## src/rtl/serial_receiver_ovs.sv

```systemverilog
// Oversampling serial receiver: start + DATA_W bits LSB-first (+ parity when SERIAL_RX_PARITY_EN) + stop, majority-voted.
// Strobes land two clocks after the stop-bit centre; no backpressure, each strobe lasts one cycle.
module serial_receiver_ovs #(
    parameter int DATA_W       = 8,
    parameter int OVS          = 3,
    parameter int TIMEOUT_CLKS = 28,
    parameter int PARITY_ODD   = 0
) (
    input  logic              clk,
    input  logic              rst,
    input  logic              rx,
    output logic [DATA_W-1:0] byte_out,
    output logic              ready,
    output logic              frame_err,
    output logic              timeout,
    output logic              busy
);

    localparam int H     = OVS / 2;
    localparam int PH_W  = $clog2(OVS);
    localparam int IDX_W = (DATA_W > 1) ? $clog2(DATA_W) : 1;
    localparam int TO_W  = $clog2(TIMEOUT_CLKS + 1);

    if (DATA_W < 1 || DATA_W > 16 || OVS < 3 || TIMEOUT_CLKS < 1 ||
        PARITY_ODD < 0 || PARITY_ODD > 1) begin : g_bad_param
        $error("serial_receiver_ovs: parameter out of range");
    end

`ifdef SERIAL_RX_PARITY_EN
    typedef enum logic [2:0] {S_IDLE, S_START, S_DATA, S_PARITY, S_STOP} state_t;
`else
    typedef enum logic [2:0] {S_IDLE, S_START, S_DATA, S_STOP} state_t;
`endif

    state_t              r_state, w_next;
    logic                r_sync1, r_rx_s, r_rx_p;
    logic [PH_W-1:0]     r_ph, w_ph;
    logic                r_s1, r_s2;
    logic [IDX_W-1:0]    r_idx;
    logic [DATA_W-1:0]   r_shift, r_byte;
    logic                r_ready, r_ferr, r_timeout;
    logic [TO_W-1:0]     r_idle_cnt;
    logic                w_fall, w_vote_pt, w_vote, w_start_ok, w_stop_pt, w_par_bad;

    // Phase 0 is the cycle the falling edge is seen; samples sit at phases H-1, H, H+1.
    assign w_ph      = (r_state == S_IDLE) ? '0 : r_ph;
    assign w_fall    = (r_state == S_IDLE) && !r_rx_s && r_rx_p;
    assign w_vote_pt = (r_state != S_IDLE) && (r_ph == PH_W'(H + 1));
    assign w_vote    = (r_s1 & r_s2) | (r_s1 & r_rx_s) | (r_s2 & r_rx_s);

    always_ff @(posedge clk) begin
        if (rst) r_state <= S_IDLE;
        else     r_state <= w_next;
    end

    always_comb begin
        w_next     = r_state;
        w_start_ok = 1'b0;
        w_stop_pt  = 1'b0;
        case (r_state)
            S_IDLE:  if (w_fall) w_next = S_START;
            S_START: if (w_vote_pt) begin
                         w_next     = w_vote ? S_IDLE : S_DATA;
                         w_start_ok = !w_vote;
                     end
            S_DATA:  if (w_vote_pt && r_idx == IDX_W'(DATA_W - 1)) begin
`ifdef SERIAL_RX_PARITY_EN
                         w_next = S_PARITY;
`else
                         w_next = S_STOP;
`endif
                     end
`ifdef SERIAL_RX_PARITY_EN
            S_PARITY: if (w_vote_pt) w_next = S_STOP;
`endif
            S_STOP:  if (w_vote_pt) begin
                         w_next    = S_IDLE;
                         w_stop_pt = 1'b1;
                     end
            default: w_next = S_IDLE;
        endcase
    end

`ifdef SERIAL_RX_PARITY_EN
    logic r_par_bad;
    always_ff @(posedge clk) begin
        if (rst || w_start_ok)
            r_par_bad <= 1'b0;
        else if (r_state == S_PARITY && w_vote_pt)
            r_par_bad <= w_vote != ((^r_shift) ^ PARITY_ODD[0]);
    end
    assign w_par_bad = r_par_bad;
`else
    assign w_par_bad = 1'b0;
`endif

    always_ff @(posedge clk) begin
        if (rst) begin
            r_sync1    <= 1'b1;
            r_rx_s     <= 1'b1;
            r_rx_p     <= 1'b1;
            r_ph       <= '0;
            r_s1       <= 1'b1;
            r_s2       <= 1'b1;
            r_idx      <= '0;
            r_shift    <= '0;
            r_byte     <= '0;
            r_ready    <= 1'b0;
            r_ferr     <= 1'b0;
            r_idle_cnt <= '0;
            r_timeout  <= 1'b0;
        end else begin
            r_sync1 <= rx;
            r_rx_s  <= r_sync1;
            r_rx_p  <= r_rx_s;

            if (r_state == S_IDLE)            r_ph <= w_fall ? PH_W'(1) : '0;
            else if (r_ph == PH_W'(OVS - 1))  r_ph <= '0;
            else                              r_ph <= r_ph + 1'b1;

            if (w_ph == PH_W'(H - 1)) r_s1 <= r_rx_s;
            if (w_ph == PH_W'(H))     r_s2 <= r_rx_s;

            if (w_start_ok) begin
                r_idx <= '0;
            end else if (r_state == S_DATA && w_vote_pt) begin
                r_shift[r_idx] <= w_vote;
                r_idx          <= r_idx + 1'b1;
            end

            r_ready <= w_stop_pt && w_vote && !w_par_bad;
            r_ferr  <= w_stop_pt && !(w_vote && !w_par_bad);
            if (w_stop_pt && w_vote && !w_par_bad) r_byte <= r_shift;

            // Idle counter runs in every state so a line that never drops still times out.
            if (!r_rx_s)                                  r_idle_cnt <= '0;
            else if (r_idle_cnt != TO_W'(TIMEOUT_CLKS))   r_idle_cnt <= r_idle_cnt + 1'b1;

            if (w_start_ok)                                            r_timeout <= 1'b0;
            else if (r_rx_s && r_idle_cnt >= TO_W'(TIMEOUT_CLKS - 1))  r_timeout <= 1'b1;
        end
    end

    assign byte_out  = r_byte;
    assign ready     = r_ready;
    assign frame_err = r_ferr;
    assign timeout   = r_timeout;
    assign busy      = (r_state != S_IDLE);

endmodule

```

## config.mk

```make
export PLATFORM = sky130hd
export DESIGN_NAME = serial_receiver_ovs
export DESIGN_NICKNAME = d
export VERILOG_FILES = /design/src/rtl/serial_receiver_ovs.sv
export SDC_FILE = /design/constraint.sdc
export NUM_CORES = 1
export LEC_CHECK = 0
export ABC_AREA = 1
export BUFFER_PORTS_ARGS = -buffer_cell sky130_fd_sc_hd__buf_4
export CAP_MARGIN = 20
export CELL_PAD_IN_SITES_DETAIL_PLACEMENT = 0
export CELL_PAD_IN_SITES_GLOBAL_PLACEMENT = 2
export CORE_MARGIN = 2
export CORE_UTILIZATION = 35
export DETAILED_ROUTE_END_ITERATION = 7
export GPL_TIMING_DRIVEN = 0
export PLACE_DENSITY = 0.84
export SLEW_MARGIN = 25
export SYNTH_ARGS = -nofsm -noshare
export SYNTH_HDL_FRONTEND = slang
export SYNTH_SLANG_ARGS = --single-unit
```

## constraint.sdc

```tcl
create_clock -name clk -period 1.9 [get_ports clk]
set_clock_uncertainty 0.05 [all_clocks]
set_input_delay 0.38 -clock clk [delete_from_list [all_inputs] [get_ports clk]]
set_output_delay 0.38 -clock clk [all_outputs]
set_load 0.1 [all_outputs]
```

======== Yosys cells after proc, flatten, opt, wreduce, memory -nomap -nowiden ========
Index checks and enable logic that the tools add are counted.
Widths: inputs -> output; s select.
operators by class
  div/mod/pow operators ................... 0
  $lt $le $gt $ge ......................... 3
  add/subtract/negate cells ............... 3
  multiplexer cells ....................... 17
  shift-type cells ........................ 0
  bitwise operators ....................... 7
  $mul .................................... 0
  equal/unequal tests ..................... 11
  reductions and logical operators ........ 18
operators with widths
  cell                 count
  $mux 3               4
  $pmux 3 s4           1
  $logic_and 1x1->1    9
  $bwmux 8             1
  $mux 2               4
  $ne 2x2->1 const B   4
  $eq 3x2->1 const B   2
  $mux 1               6
  $add 5x1->5 const B  1
  $ge 5x5->1 const B   1
  $ne 5x5->1 const B   1
  $lt 3x4->1 const B   1
  $reduce_and 4->1     1
  $reduce_or 2->1      2
  $add 3x1->3 const B  1
  $and 1x1->1          3
  $demux 1 s3          1
  $eq 3x1->1 const B   1
  $eq 3x3->1 const B   1
  $ge 3x1->1 const B   1
  $logic_not 3->1      1
  $reduce_bool 3->1    1
  $add 2x1->2 const B  1
  $eq 2x1->1 const B   1
  other kinds (6)      9
storage, ports and cells
  bits of input ports ..................... 3
  memory bits (read-only) ................. 0
  logic and storage cells ................. 73
  register bits after elaboration ......... 37
  output and inout bits ................... 12
  memories kept ........................... 0
  latch bits .............................. 0
  bits in writable memories ............... 0

======== Longest topological paths before layout ========
Gate-level depths: netlist (run 1).
  depth in word-level cells ............... 8
  mapped depth ............................ 8
  mapped depth without buffers ............ 8

======== Worst setup path after synthesis (run 1) ========
No wires, ideal clock.
  kind .................................... reg-to-output
  start ................................... reg r_state[1]
  end ..................................... out busy
  buffers on the path ..................... 0
  stages on the path, launching flop included .. 3
  arrival time ............................ 1.097 ns
  data required time ...................... 1.470 ns
  slack ................................... 0.373 ns
  cells stage by stage .................... dfxtp_1 -> nor2_1 -> inv_1
on the way
  cells in the longest elaborated chain, start to end .. 1
ends and longest elaborated chain
  item                    RTL line  RTL
  start, declared         35        state_t r_state, w_next;
  start signal, assigned  53        else r_state <= w_next;
  $reduce_bool 3->1       148       assign busy = (r_state != S_IDLE);
  end, declared           16        output logic busy
No other way between the ends.

======== Worst setup path after layout (run 1) ========
Same ends and word-level chain as after synthesis.

==> flow_metrics.tcl, run 1 <==
set metrics [dict create \
    p_leak_nw 0.836 \
    muxShareOfSynthArea 0 \
    holdBufCountCts 0 \
    die_w_um 71.7 \
    synth_cells 224 \
    cts_setup_buffers 0 \
    num-fill-cells 489 \
    critPathRequiredTime_ps 1470 \
    diodes 0 \
    rsz0062_at_grt "false" \
    grt_pass1_vias 1213 \
    drtIter0Drc 92 \
    combinationalPowerShare 0.085 \
    vias_per_cell 4.60 \
    clkPwrFrac 0.392 \
    power_density_nw_per_um2 803 \
    wl_um 3170 \
    cts_resized 0 \
    ys_ff_latch 36 \
    synth_area_um2 1610 \
    switching_share 0.248 \
    grt_pass1_wl_um 5410 \
    clk_latency_ps 290 \
    cts-root-buf "clkbuf_8" \
    rows 24 \
    fin_area_um2 1870 \
    ys_seq_area_frac 0.449 \
    synth_compound_gate_area_share 0.0920 \
    synth_adder_area_share 0.0468 \
    yosys.area_share.xor_xnor 0.00546 \
    setup_viol 0 \
    synth_fp_nets 233 \
    cap_violations 0 \
    post-route-util 0.427 \
    synth.yosys.warnings 0 \
    wl_per_cell_um 10.7 \
    dr.pass1.iters 4 \
    arrival_ps 1290 \
    area_growth_pct 16.6 \
    hold_path.class "input pin to register" \
    cp-end-kind "output pin" \
    cts_buffers 5 \
    grt_max_degree 11 \
    final_cell_mix "nor2_1 (44), dfxtp_1 (36), inv_1 (34), nand2_1 (34), nand3_1 (23)" \
    grt-ovfl-total 0 \
    synth_top_area_cell "dfxtp_1" \
    p_int_mw 1.13 \
    critPathLaunchType "register" \
    cts-htree-levels 2 \
    drc 0 \
    synth-simple-area-share 0.309 \
    status "complete, no violations" \
    top_layer_used "met4" \
    antenna_found_initial 0 \
    grtUsageTotal 0.135 \
    wl_met1_um 1730 \
    cts_tree "yes" \
    worst_slew_pin_slew_ps 334 \
    io_buffers 14 \
    met3_length_um 112 \
    die-height_um 71.7 \
    seqPwrFrac 0.523 \
    ys_top_cells_by_area "dfxtp_1 (45%), nor2_1 (10%), inv_1 (8.0%)" \
    path_clk_slew_ps 70 \
    timing.fmax_mhz 580 \
    die_area_um2 5140 \
    layout_commonest_cell "nor2_1" \
    antenna_left 0 \
    dpl.cell_count 290 \
    fin_setup_tns_ps 0 \
    period_minus_slack_ps 1720 \
    maxSlewHeadroom 0.777 \
    dpl_cell_area_um2 1780 \
    criticalPathCategory "register to output pin" \
    maxSlewViolCount 0 \
    clock-sinks 36 \
    gp_congestion 0.813 \
    initial_utilization 0.366 \
    switchingPower_uw 373 \
    fin_crit_sh 0.908 \
    clock_path_buffers 2 \
    num-nets-final 254 \
    peakVddDrop_mv 0.291 \
    wl_met2_um 1260 \
    synth_cell_types 22 \
    hold_viol_final 0 \
    synth_top_family_by_area "simple AND/OR/NAND/NOR gates" \
    fin_cells 297 \
    drive_gt1_frac 0.122 \
    syn_avg_cell_area_um2 7.17 \
    cp_max_fo 7 \
    vias 1366 \
    ioPinCount 15 \
    hold_slack_ps 219 \
    synth_top_cell_area_share 0.449 \
    coreArea_um2 4380 \
    place_hpwl_um 2330 \
]
[power groups by stage]
stage | Sequential, mW | Clock, mW | Combinational (mW)
after global placement | 0.803 | 0 | 0.129
after CTS | 0.785 | 0.619 | 0.130
final | 0.786 | 0.589 | 0.128
after global routing | 0.788 | 0.644 | 0.143
after detailed placement | 0.803 | 0 | 0.129
after floorplan | 0.799 | 0 | 0.101
[per-stage QoR]
stage | total power, mW | setup slack, ps
after floorplan | 0.901 | 373
after global placement | 0.933 | 390
after detailed placement | 0.933 | 403
after CTS | 1.53 | 169
after global routing | 1.58 | 88.1
final | 1.50 | 175
[final timing paths]
check                  start  slack, ps    endpoint  depth (start not counted)
setup / recovery  r_state[1]        180        busy                          3
hold / removal            rx        220     r_sync1                          2
setup reg to reg     r_ph[0]        380  r_shift[2]                          6
hold reg to reg      r_sync1        370      r_rx_s                          1
[flip-flops by register name, summed over array words and instances, names as in the netlist, 2 cells and up]
name        count
r_state         2
r_ph            2
byte_out        8
r_shift         8
r_idx           3
r_idle_cnt      5
[final cells by class]
type | count | area [µm²] | area share
Multi-Input combinational cell | 149 | 728 | 0.389
Sequential cell | 36 | 721 | 0.385
Inverter | 35 | 131 | 0.0702
Timing Repair Buffer | 14 | 105 | 0.0561
Clock buffer | 7 | 96.3 | 0.0515
Tap cell | 52 | 65.1 | 0.0348
Buffer | 4 | 25.0 | 0.0134
[per-layer routing]
| layer | vias up | global-route usage |
|---|---|---|
| li1 | 753 | - |
| met1 | 588 | 0.173 |
| met2 | 18 | 0.204 |
| met3 | 7 | 0.0478 |
| met4 | 0 | 0.0629 |
| met5 | - | 0 |
[worst max-delay path, cell delays in order (launching register included)]
cell,delay [ps]
dfxtp_1,370
nor2_1,300
inv_1,100
buf_4,240
[synth_stat cells]
library cell and count:
o211ai_1 1, o31ai_1 1, buf_4 2, a21oi_1 5, ha_1 6, inv_1 34, nand3_1 23, xor2_1 1
nand2_1 34, o21ai_1 1, dfxtp_1 36, nand4_1 4, or2_2 2, o211a_1 1, inv_2 1, a21oi_4 1
buf_2 2, nor3_1 9, nor2_1 44, o21ai_0 14, nor2_2 1, a31oi_1 1
[logic make-up (layout without fill, tap and decap cells)]
kind of cell | after synthesis | in the layout
and+or+nand+nor | 117 | 117
buffers and inverters | 39 | 60
DFF | 36 | 36
AOI/OAI and AO/OA | 25 | 25
adders and majority gates | 6 | 6
xor gates and xnor gates | 1 | 1
Note: power is estimated with default switching activity, not from simulation.
==> inputs of run 2 (changes only) <==
--- a/config.mk
+++ b/config.mk
@@ -14,7 +14,7 @@
 export CORE_UTILIZATION = 35
 export DETAILED_ROUTE_END_ITERATION = 7
 export GPL_TIMING_DRIVEN = 0
-export PLACE_DENSITY = 0.84
+export PLACE_DENSITY_LB_ADDON = 0.1
 export SLEW_MARGIN = 25
 export SYNTH_ARGS = -nofsm -noshare
 export SYNTH_HDL_FRONTEND = slang
==> flow_metrics.tcl, run 2 (synthesized netlist as in run 1, its figures left out) <==
set metrics [dict create \
    met1_usage 0.179 \
    power_density_nw_per_um2 830 \
    cts-root-buf "clkbuf_8" \
    cts_tree "yes" \
    maxSlewViolCount 0 \
    r2r_cells 6 \
    cts_buffers 5 \
    status "complete, no violations" \
    fin_setup_tns_ps 0 \
    grt_pass1_vias 1285 \
    hold_path.class "input pin to register" \
    criticalPathCategory "register to output pin" \
    die_area_um2 5140 \
    vias_per_cell 4.59 \
    cts_setup_buffers 0 \
    p_leak_nw 0.841 \
    timing.fmax_mhz 584 \
    fin_crit_sh 0.902 \
    die_w_um 71.7 \
    grtUsageTotal 0.135 \
    gp_congestion 0.851 \
    worstHoldPathCells 2 \
    antenna_left 0 \
    rows 24 \
    holdBufCountCts 0 \
    cts-htree-levels 2 \
    dpl.cell_count 290 \
    antenna_found_initial 0 \
    critPathLaunchType "register" \
    area_growth_pct 17.3 \
    hold_viol_final 0 \
    layout_commonest_cell "nor2_1" \
    hp-start "rx" \
    path_clk_slew_ps 70 \
    maxSlewHeadroom 0.773 \
    grtUsageMet3 0.0338 \
    grt_use_met2 0.208 \
    r2r_start "r_ph[0]" \
    arrival_ps 1280 \
    period_minus_slack_ps 1710 \
    drive_gt1_frac 0.122 \
    ioPinCount 15 \
    cts_resized 0 \
    dr.pass1.iters 4 \
    grt_max_degree 12 \
    drc 0 \
    fin_cells 298 \
    r2r_slack_ps 370 \
    drtIter0Drc 71 \
    num-nets-final 254 \
    cp-end-kind "output pin" \
    critPathRequiredTime_ps 1470 \
    initial_utilization 0.366 \
    worst_slew_pin_slew_ps 340 \
    clk_latency_ps 290 \
    num-fill-cells 501 \
    coreArea_um2 4380 \
    vias 1369 \
    fin_area_um2 1880 \
    clock-sinks 36 \
    dpl_cell_area_um2 1780 \
    wl_per_cell_um 10.4 \
    final_cell_mix "nor2_1 (44), dfxtp_1 (36), inv_1 (34), nand2_1 (34), nand3_1 (23)" \
    diodes 0 \
    cap_violations 0 \
    peakVddDrop_mv 0.465 \
    grt_pass1_wl_um 5400 \
    holdPathEnd "r_sync1" \
    place_hpwl_um 2380 \
    busiest_layer "met2" \
    setup_viol 0 \
    die-height_um 71.7 \
    clock_path_buffers 2 \
    rsz0062_at_grt "false" \
    wl_um 3100 \
    cp_max_fo 7 \
    grt-ovfl-total 0 \
    io_buffers 14 \
    timing.rr.end "r_shift[3]" \
]
run 2: changes by cell type in the layout (fill, tap and decap cells not counted), sizes merged:
cell    previous run  this run
bufinv             0         1
clkbuf             7         6
clkinv             0         1
run 2: area by class of cell:
type	instances	area, µm²	share of cell area
clock buffers	6	72.6	0.0385
clock inverters	2	35.0	0.0186
flip-flops and latches	36	721	0.383
multi-input cells	149	728	0.387
plain buffers	4	25.0	0.0133
inverters	35	131	0.0698
repair buffers	14	105	0.0558
well taps	52	65.1	0.0346
run 2: worst max path at each step:
stage,endpoint,cells after the start,start
floorplan,busy,2,r_state[1]
global placement,r_shift[2],6,r_ph[0]
detailed placement,r_shift[3],6,r_ph[0]
CTS,busy,3,r_state[1]
global route,busy,3,r_state[1]
finish,busy,3,r_state[1]
run 2: through the flow:
step | util | power [mW] | hold WS, ps | worst slack (ps)
detailed placement | 0.405 | 0.933 | 357 | 376
global placement | 0.405 | 0.929 | 341 | 392
global route | 0.430 | 1.63 | 225 | 95.9
finish | 0.430 | 1.56 | 231 | 186
floorplan | - | 0.901 | 339 | 373
CTS | 0.430 | 1.59 | 224 | 164
run 2: critical path, cell delays in order, from the launching register on:
cell and delay [ps]:
dfxtp_1 360, nor2_1 300, inv_1 90, buf_4 240
run 2: where the power goes:
group | switching [mW] | internal, mW | total, mW
registers | 0.0148 | 0.771 | 0.786
clock network | 0.259 | 0.389 | 0.648
logic | 0.0910 | 0.0375 | 0.129
run 2: routing by layer:
metal | up-vias | share of wire
met4 | 0 | 0.020
met2 | 14 | 0.41
met1 | 593 | 0.54
met3 | 7 | 0.027
met5 | - | 0
li1 | 755 | -
